$ cat config.mk
export PLATFORM = sky130hd
export DESIGN_NAME = modulo_updown_counter
export DESIGN_NICKNAME = d
export VERILOG_FILES = /design/src/rtl/modulo_updown_counter.sv
export SDC_FILE = /design/constraint.sdc
export NUM_CORES = 1
export LEC_CHECK = 0
export ABC_AREA = 1
export BUFFER_PORTS_ARGS = -buffer_cell sky130_fd_sc_hd__buf_2
export CAP_MARGIN = 40
export CORE_AREA = 2 2 39 41
export DETAILED_ROUTE_END_ITERATION = 10
export DIE_AREA = 0 0 41 43
export GPL_TIMING_DRIVEN = 0
export PLACE_DENSITY_LB_ADDON = 0.15
export SLEW_MARGIN = 20
export SYNTH_ARGS = -nofsm -noshare
export SYNTH_HDL_FRONTEND = slang
export SYNTH_SLANG_ARGS = --single-unit
$ cat constraint.sdc
create_clock -name clk -period 2.76 [get_ports clk]
set_clock_uncertainty 0.1 [all_clocks]
set_input_delay 0.138 -clock clk [delete_from_list [all_inputs] [get_ports clk]]
set_output_delay 0.138 -clock clk [all_outputs]
set_load 0.05 [all_outputs]
$ cat src/rtl/modulo_updown_counter.sv
// Modulo up/down counter with a parallel load, a wrap/saturate bound
// policy, one-cycle carry/borrow pulses on wrap-around and a sticky
// overflow flag that records any bound event (wrap or saturation).
module modulo_updown_counter #(
    parameter int WIDTH   = 4,
    parameter int MODULUS = 2 ** WIDTH
) (
    input  logic             clk,
    input  logic             reset,
    input  logic             count_up,
    input  logic             count_down,
    input  logic             load,
    input  logic [WIDTH-1:0] load_val,
    input  logic             sat_mode,
    input  logic             clr_ovf,
    output logic [WIDTH-1:0] cnt,
    output logic             carry,
    output logic             borrow,
    output logic             at_max,
    output logic             at_min,
    output logic             ovf
);

    // Top of the count range; when MODULUS == 2**WIDTH this is all ones,
    // so wrapping to zero is ordinary binary roll-over.
    localparam logic [WIDTH-1:0] MAX_VAL = WIDTH'(MODULUS - 1);
    localparam logic [WIDTH-1:0] MIN_VAL = '0;

    logic [WIDTH-1:0] cnt_next;
    logic             carry_next;
    logic             borrow_next;
    logic             ovf_next;
    logic             ovf_set;
    logic             step_up;
    logic             step_down;
    logic [WIDTH-1:0] load_clamped;

    // A single direction request is a real step; both or neither means hold.
    assign step_up   = count_up & ~count_down;
    assign step_down = count_down & ~count_up;

    // Out-of-range load values are pulled down to the top of the range so
    // the count can never leave 0..MODULUS-1.
    assign load_clamped = (load_val > MAX_VAL) ? MAX_VAL : load_val;

    // Bound indicators follow the registered count directly.
    assign at_max = (cnt == MAX_VAL);
    assign at_min = (cnt == MIN_VAL);

    // Next-state decode: load beats counting; bound events set the sticky
    // flag, and a set in the same cycle as a clear request wins.
    always_comb begin
        cnt_next    = cnt;
        carry_next  = 1'b0;
        borrow_next = 1'b0;
        ovf_set     = 1'b0;

        if (load) begin
            cnt_next = load_clamped;
        end else if (step_up) begin
            if (cnt == MAX_VAL) begin
                ovf_set = 1'b1;
                if (!sat_mode) begin
                    cnt_next   = MIN_VAL;
                    carry_next = 1'b1;
                end
            end else begin
                cnt_next = cnt + 1'b1;
            end
        end else if (step_down) begin
            if (cnt == MIN_VAL) begin
                ovf_set = 1'b1;
                if (!sat_mode) begin
                    cnt_next    = MAX_VAL;
                    borrow_next = 1'b1;
                end
            end else begin
                cnt_next = cnt - 1'b1;
            end
        end

        if (ovf_set) begin
            ovf_next = 1'b1;
        end else if (clr_ovf) begin
            ovf_next = 1'b0;
        end else begin
            ovf_next = ovf;
        end
    end

    // State register; reset overrides load and counting on the same edge.
    always_ff @(posedge clk) begin
        if (reset) begin
            cnt    <= '0;
            carry  <= 1'b0;
            borrow <= 1'b0;
            ovf    <= 1'b0;
        end else begin
            cnt    <= cnt_next;
            carry  <= carry_next;
            borrow <= borrow_next;
            ovf    <= ovf_next;
        end
    end

endmodule
==> results of run 1 <==
layer usage:
metal  vias up  track usage  wire (um)
li1        331            -          -
met1       275        0.270        614
met2        11        0.288        641
met3         2       0.0314         49
met4         0       0.0800         26
met5         -            0          0
cells by family (layout without fill, tap and decap cells):
family	Yosys count	after routing
xor+xnor	1	1
fa+ha+maj	2	2
compound gates	4	4
simple gates	63	63
flops	7	7
buf+inv	13	37
power by group:
part	total (mW)	internal (mW)	switching (mW)
logic	0.152	0.0491	0.103
registers	0.120	0.109	0.0111
clock network	0.0993	0.0556	0.0438
total	0.372	0.214	0.158
layout by cell type, fill, tap and decap left out:
master         count
nor2_1             8
nor2_2             3
dfxtp_1            7
clkinv_4           1
nor2_4             1
or2_1              1
clkbuf_1           1
buf_6              1
nand3b_1           1
nand2_2            2
inv_2              1
dlygate4sd3_1      1
inv_1             10
buf_2             19
nand4_1            2
xor2_1             1
nand2_1           30
nand3_2            2
clkbuf_4           3
or2_2              1
a21oi_2            1
nand3_4            1
a21oi_1            3
ha_1               2
nand3_1           11
cell usage after synthesis:
library cell,instances
a21oi_1,3
clkinv_4,1
or2_1,1
nand3_1,11
nand4_1,2
nand3_2,2
nand3b_1,1
dfxtp_1,7
nand3_4,1
inv_1,10
buf_6,1
nand2_2,2
nor2_4,1
xor2_1,1
or2_2,1
a21oi_2,1
nor2_1,8
inv_2,1
nor2_2,3
nand2_1,30
ha_1,2
flip-flops by register name, indices dropped and copies added (netlist names):
signal,cells
borrow,1
carry,1
cnt,4
ovf,1
critical path, cell delays in order, from the launching register on:
cell and delay, ns:
dfxtp_1 0.37, inv_1 0.15, ha_1 0.24, nand2_2 0.07, nor2_2 0.15, buf_2 0.30
area by class of cell:
cell class | instances | area, sq um | area share
plain buffers | 1 | 11.3 | 0.0156
multi-input cells | 70 | 368 | 0.510
repair buffers | 20 | 105 | 0.146
inverters | 12 | 50.0 | 0.0694
well taps | 16 | 20.0 | 0.0278
clock buffers | 4 | 26.3 | 0.0365
flip-flops and latches | 7 | 140 | 0.194
final timing paths:
check                           slack [ns]                  end                start  depth (start not counted)
worst max-delay path                  0.98               at_min  cnt[0]$_SDFFE_PP0P_                          5
worst max register to register        1.18  cnt[2]$_SDFFE_PP0P_  cnt[0]$_SDFFE_PP0P_                          8
worst min-delay path                  0.01     ovf$_SDFFE_PP0P_              clr_ovf                          4
worst min register to register        0.36     ovf$_SDFFE_PP0P_     ovf$_SDFFE_PP0P_                          2
repair_timing:
item                       4_1_cts  5_1_grt
resized for setup                0        0
hold endpoints to repair         1        0
hold buffers                     1        0
setup endpoints to repair        0        0
==> out/qor.yml, run 1 <==
run_status:
  run_status: "complete, no violations"
finish:
  final_cells: 130
  stdcell_area_sq_um: 721
  fill_cells: 160
  utilization: 0.521
  antenna_cells: 0
  area_growth_pct: 26.6
  nNetsFinal: 128
  drive_gt1_frac: 0.316
sta:
  period_share: 0.643
  hold_slack_ns: 0.0113
  rsz0062_at_grt: "no"
  slew_violations: 0
  maxSlewHeadroom: 0.796
  max_freq_mhz: 563
  setup-tns-final_ns: 0
  tightest_slew_ns: 0.305
  final-hold-violation-count: 0
  setup_slack_ns: 0.985
  finalSetupViolCount: 0
  finalCriticalPeriod_ns: 1.78
clock_network:
  clockRootBuffer: "clkbuf_4"
  cts_tree: "built"
  clk_pin_slew_ns: 0.06
  cts_buffers: 3
  cts_setup_buffers: 0
  htree_num_levels: 1
  cts_num_sinks: 7
  worstSkewPairLatency_ns: 0.26
  cts_buffer_depth: 2
floorplan:
  core_sq_mm: 0.00138
  die_height_um: 43
  initial_core_util: 0.411
  ios: 20
  die_w_um: 41
  die-area_sq_mm: 0.00176
  num_rows: 14
grt:
  track_usage: 0.195
  grt-ovfl-total: 0
  grt_pass1_vias: 575
  grt_max_degree: 9
  grt_pass1_wl_um: 2350
  antenna_found_initial: 0
logic_synthesis:
  synth_compound_area_frac: 0.0418
  yosys_warnings: 0
  synth_top_area_share: 0.246
  syn-num-nets: 103
  ys_types: 21
  synth.mux.area_fraction: 0
  syn_area_per_cell_sq_um: 6.33
  synth_cells: 90
  yosys.area_share.xor_xnor: 0.0154
  netlist_area_sq_um: 569
  synth-seq-area-share: 0.246
  synthAdderAreaFrac: 0.0440
  synth_area_leaders: "dfxtp_1, nand2_1, nand3_1, inv_1, nor2_1"
  synth-simple-area-share: 0.545
  synth-seq-cells: 7
  synth_top_family_by_area: "simple AND/OR/NAND/NOR gates"
  yosys.area.top_type: "dfxtp_1"
worst_setup_path:
  cp_max_fo: 6
  worst_setup_path_start_kind: "flip-flop"
  crit_type: "flip-flop to output port"
  cp.required_ns: 2.52
  arrival_ns: 1.54
  crit_path_end_kind: "output port"
placed_design:
  dp_cells: 125
  routabilityCongestion: 0.789
  portBuffers: 19
  postPlaceCellArea_sq_um: 684
  hpwl_um: 1010
  place_ws_ns: 1.20
power_and_ir_drop:
  ir_worst_vdd_v: 0.000326
  power.total_uw: 372
  p_per_area_mw_per_mm2: 516
  power.leakage_nw: 0.389
route:
  first_pass_iters: 3
  vias: 619
  first_iter_violations: 17
  route.detailed.drc: 0
  ant_nets: 0
  avgViaCountPerCell: 4.76
  routed_wl_um: 1330
  wire_per_inst_um: 10.2
min_path:
  min_path_type: "input port to flip-flop"
run:
  cap_violations: 0
Power figures use the tool's default switching activity.
==> run 2, diff against run 1 <==
--- a/config.mk
+++ b/config.mk
@@ -5,7 +5,7 @@
 export SDC_FILE = /design/constraint.sdc
 export NUM_CORES = 1
 export LEC_CHECK = 0
-export ABC_AREA = 1
+export ABC_AREA = 0
 export BUFFER_PORTS_ARGS = -buffer_cell sky130_fd_sc_hd__buf_2
 export CAP_MARGIN = 40
 export CORE_AREA = 2 2 39 41
==> constraint.sdc (replaced) <==
create_clock -name clk -period 1.6 [get_ports clk]
set_clock_uncertainty 0.1 [all_clocks]
set_input_delay 0.08 -clock clk [delete_from_list [all_inputs] [get_ports clk]]
set_output_delay 0.08 -clock clk [all_outputs]
set_load 0.05 [all_outputs]
==> out/qor.yml, run 2 <==
sta:
  rsz0062_at_grt: "yes"  # was no
  final-hold-violation-count: 0  # unchanged
  period_share: 1.03
  max_freq_mhz: 606
  setup_slack_ns: -0.0498  # was 0.985 ns
  finalCriticalPeriod_ns: 1.65
  tightest_slew_ns: 0.482  # was 0.305 ns
  slew_violations: 0  # unchanged
  maxSlewHeadroom: 0.679  # was 0.796
  setup-tns-final_ns: -0.0935  # was 0 ns
  finalSetupViolCount: 3  # was 0
finish:
  drive_gt1_frac: 0.494  # was 0.316
  nNetsFinal: 99  # was 128
  stdcell_area_sq_um: 767  # was 721 sq um
  largest_reg_flops: 4  # unchanged
  multi_input_area_sq_um: 385  # was 368 sq um
  fill_cells: 140  # was 160
  max_flop_register: "cnt"  # unchanged
  area_growth_pct: 47.4  # was 26.6%
  seq_area_sq_um: 153  # was 140 sq um
  final_common_cell: "buf_2"  # was nand2_1
  final_cell_mix: "buf_2, nand2_1, clkbuf_4"  # was nand2_1, buf_2, nand3_1
  antenna_cells: 0  # unchanged
  utilization: 0.554  # was 0.521
grt:
  grt_pass1_wl_um: 2100  # was 2350 um
  met3_usage: 0.0942  # was 0.0314
  antenna_found_initial: 0  # unchanged
  grt_max_degree: 11  # was 9
  track_usage: 0.176  # was 0.195
  grt_pass1_vias: 518  # was 575
  use_met2: 0.291  # was 0.288
  grt.busiest_layer: "met2"  # unchanged
  grt-ovfl-total: 0  # unchanged
  gr-usage-met1: 0.186  # was 0.270
floorplan:
  die_w_um: 41  # unchanged
  die-area_sq_mm: 0.00176  # unchanged
  num_rows: 14  # unchanged
  die_height_um: 43  # unchanged
  ios: 20  # unchanged
  initial_core_util: 0.376  # was 0.411
  core_sq_mm: 0.00138  # unchanged
clock_network:
  clockRootBuffer: "clkbuf_4"  # unchanged
  worstSkewPairLatency_ns: 0.26  # about the same
  cts_num_sinks: 7  # unchanged
  clk_pin_slew_ns: 0.05  # was 0.06 ns
  cts_buffers: 3  # unchanged
  cts_tree: "built"  # unchanged
  cts_buffer_depth: 2  # unchanged
  htree_num_levels: 1  # unchanged
worst_setup_path:
  crit_path_end_kind: "flip-flop"  # was output port
  cp.required_ns: 1.66  # was 2.52 ns
  crit_type: "flip-flop to flip-flop"  # was flip-flop to output port
  arrival_ns: 1.71  # was 1.54 ns
  worst_setup_path_start_kind: "flip-flop"  # unchanged
  cp_max_fo: 7  # was 6
logic_synthesis:
  synth-main-ff-cell: "dfxtp_1"  # unchanged
  netlist_area_sq_um: 520  # was 569 sq um
  synth_top_area_share: 0.269  # was 0.246
  post_synth_most_frequent_cells: "dfxtp_1, inv_1, nand2_1"  # was nand2_1, nand3_1, inv_1, nor2_1, dfxtp_1
  synth-seq-area-share: 0.269  # was 0.246
  yosys_warnings: 0  # unchanged
  synth_edf_count: 0  # unchanged
  syn_area_per_cell_sq_um: 8.82  # was 6.33 sq um
  yosys.area.top_type: "dfxtp_1"  # unchanged
  ys_types: 35  # was 21
  syn-num-nets: 72  # was 103
  synth-seq-cells: 7  # unchanged
  synth_cells: 59  # was 90
  async_flop_share: 0  # unchanged
  synth.most_common_cell: "dfxtp_1"  # was nand2_1
  synth_area_leaders: "dfxtp_1, nand4bb_4, a221oi_4, ha_1, a21o_1"  # was dfxtp_1, nand2_1, nand3_1, inv_1, nor2_1
route:
  avgViaCountPerCell: 5.29  # was 4.76
  wire_per_inst_um: 12.7  # was 10.2 um
  first_pass_iters: 4  # was 3
  ant_nets: 0  # unchanged
  route.detailed.drc: 0  # unchanged
  vias: 534  # was 619
  routed_wl_um: 1280  # was 1330 um
  first_iter_violations: 6  # was 17
power_and_ir_drop:
  power.total_uw: 652  # was 372 uW
  ir_worst_vdd_v: 0.000516  # was 0.000326 V
  p_per_area_mw_per_mm2: 850  # was 516 mW/mm^2
  power.leakage_nw: 0.334  # was 0.389 nW
placed_design:
  portBuffers: 17  # was 19
  routabilityCongestion: 0.720  # was 0.789
  postPlaceCellArea_sq_um: 664  # was 684 sq um
  place_ws_ns: -0.0955  # was 1.20 ns
  hpwl_um: 879  # was 1010 um
run_status:
  run_status: "complete, but fails checks"  # was complete, no violations
  violations: "negative setup slack"
run:
  cap_violations: 0  # unchanged
min_path:
  min_path_type: "input port to flip-flop"  # unchanged
[run 2: cell types whose count changed after synthesis, sizes merged, moves of 3 or more]
| cell | delta |
|---|---|
| inv | -7 |
| nand3 | -13 |
| a21o | +3 |
| nand2 | -28 |
| nor2 | -9 |
[run 2: cell families after synthesis]
kind of cell / after synthesis / synth area share
multiplexers: 1 / 0.0216
AND/OR/NAND/NOR: 20 / 0.248
buffers and inverters: 9 / 0.0841
AO/OA/AOI/OAI: 19 / 0.313
adder cells (fa/ha/maj): 2 / 0.0481
flip-flops: 7 / 0.269
XOR/XNOR: 1 / 0.0168
[run 2: final cells by class]
type                            count  area share
Multi-Input combinational cell     43       0.502
Tap cell                           16      0.0261
Buffer                              4      0.0310
Clock buffer                        4      0.0343
Timing Repair Buffer               23       0.184
Inverter                            4      0.0228
Sequential cell                     7       0.199
[run 2: critical path, stage by stage (launching register included)]
cell       delay, ns
dfxtp_4         0.36
inv_4           0.06
ha_4            0.16
nand4bb_4       0.12
a221oi_4        0.43
o21ba_1         0.20
o32ai_1         0.11
[run 2: path summary, 6_finish.rpt]
path                  startpoint  slack [ns]  cells past startpoint                   to
max          cnt[1]$_SDFFE_PP0P_       -0.05                      6  cnt[2]$_SDFFE_PP0P_
min reg2reg     ovf$_SDFFE_PP0P_        0.38                      2     ovf$_SDFFE_PP0P_
min                  load_val[3]        0.03                      3  cnt[3]$_SDFFE_PP0P_
max reg2reg  cnt[1]$_SDFFE_PP0P_       -0.05                      6  cnt[2]$_SDFFE_PP0P_
[run 2: metal layers]
layer	part of all wire	vias up
met1	0.43	249
li1	-	268
met4	0	0
met2	0.50	17
met3	0.075	0
met5	0	-
[run 2: metrics by stage]
step,instances,hold WS [ns]
3_3_place_gp,92,0.238
2_1_floorplan,59,0.0579
4_1_cts,101,0.0246
3_5_place_dp,92,0.243
5_1_grt,101,0.0496
6_report,101,0.0308
[run 2: timing repair]
action	CTS	global route
hold endpoints to repair	3	0
pin swaps	2	4
setup buffers	4	0
hold buffers	2	0
resized for setup	4	2
setup endpoints to repair	4	5
[run 2: power breakdown]
group	internal, mW	switching [mW]	leakage (nW)	total [mW]
Combinational	0.122	0.153	0.260	0.275
Clock	0.0956	0.0715	0.0150	0.167
Sequential	0.189	0.0215	0.0596	0.210
Total	0.407	0.246	0.334	0.652
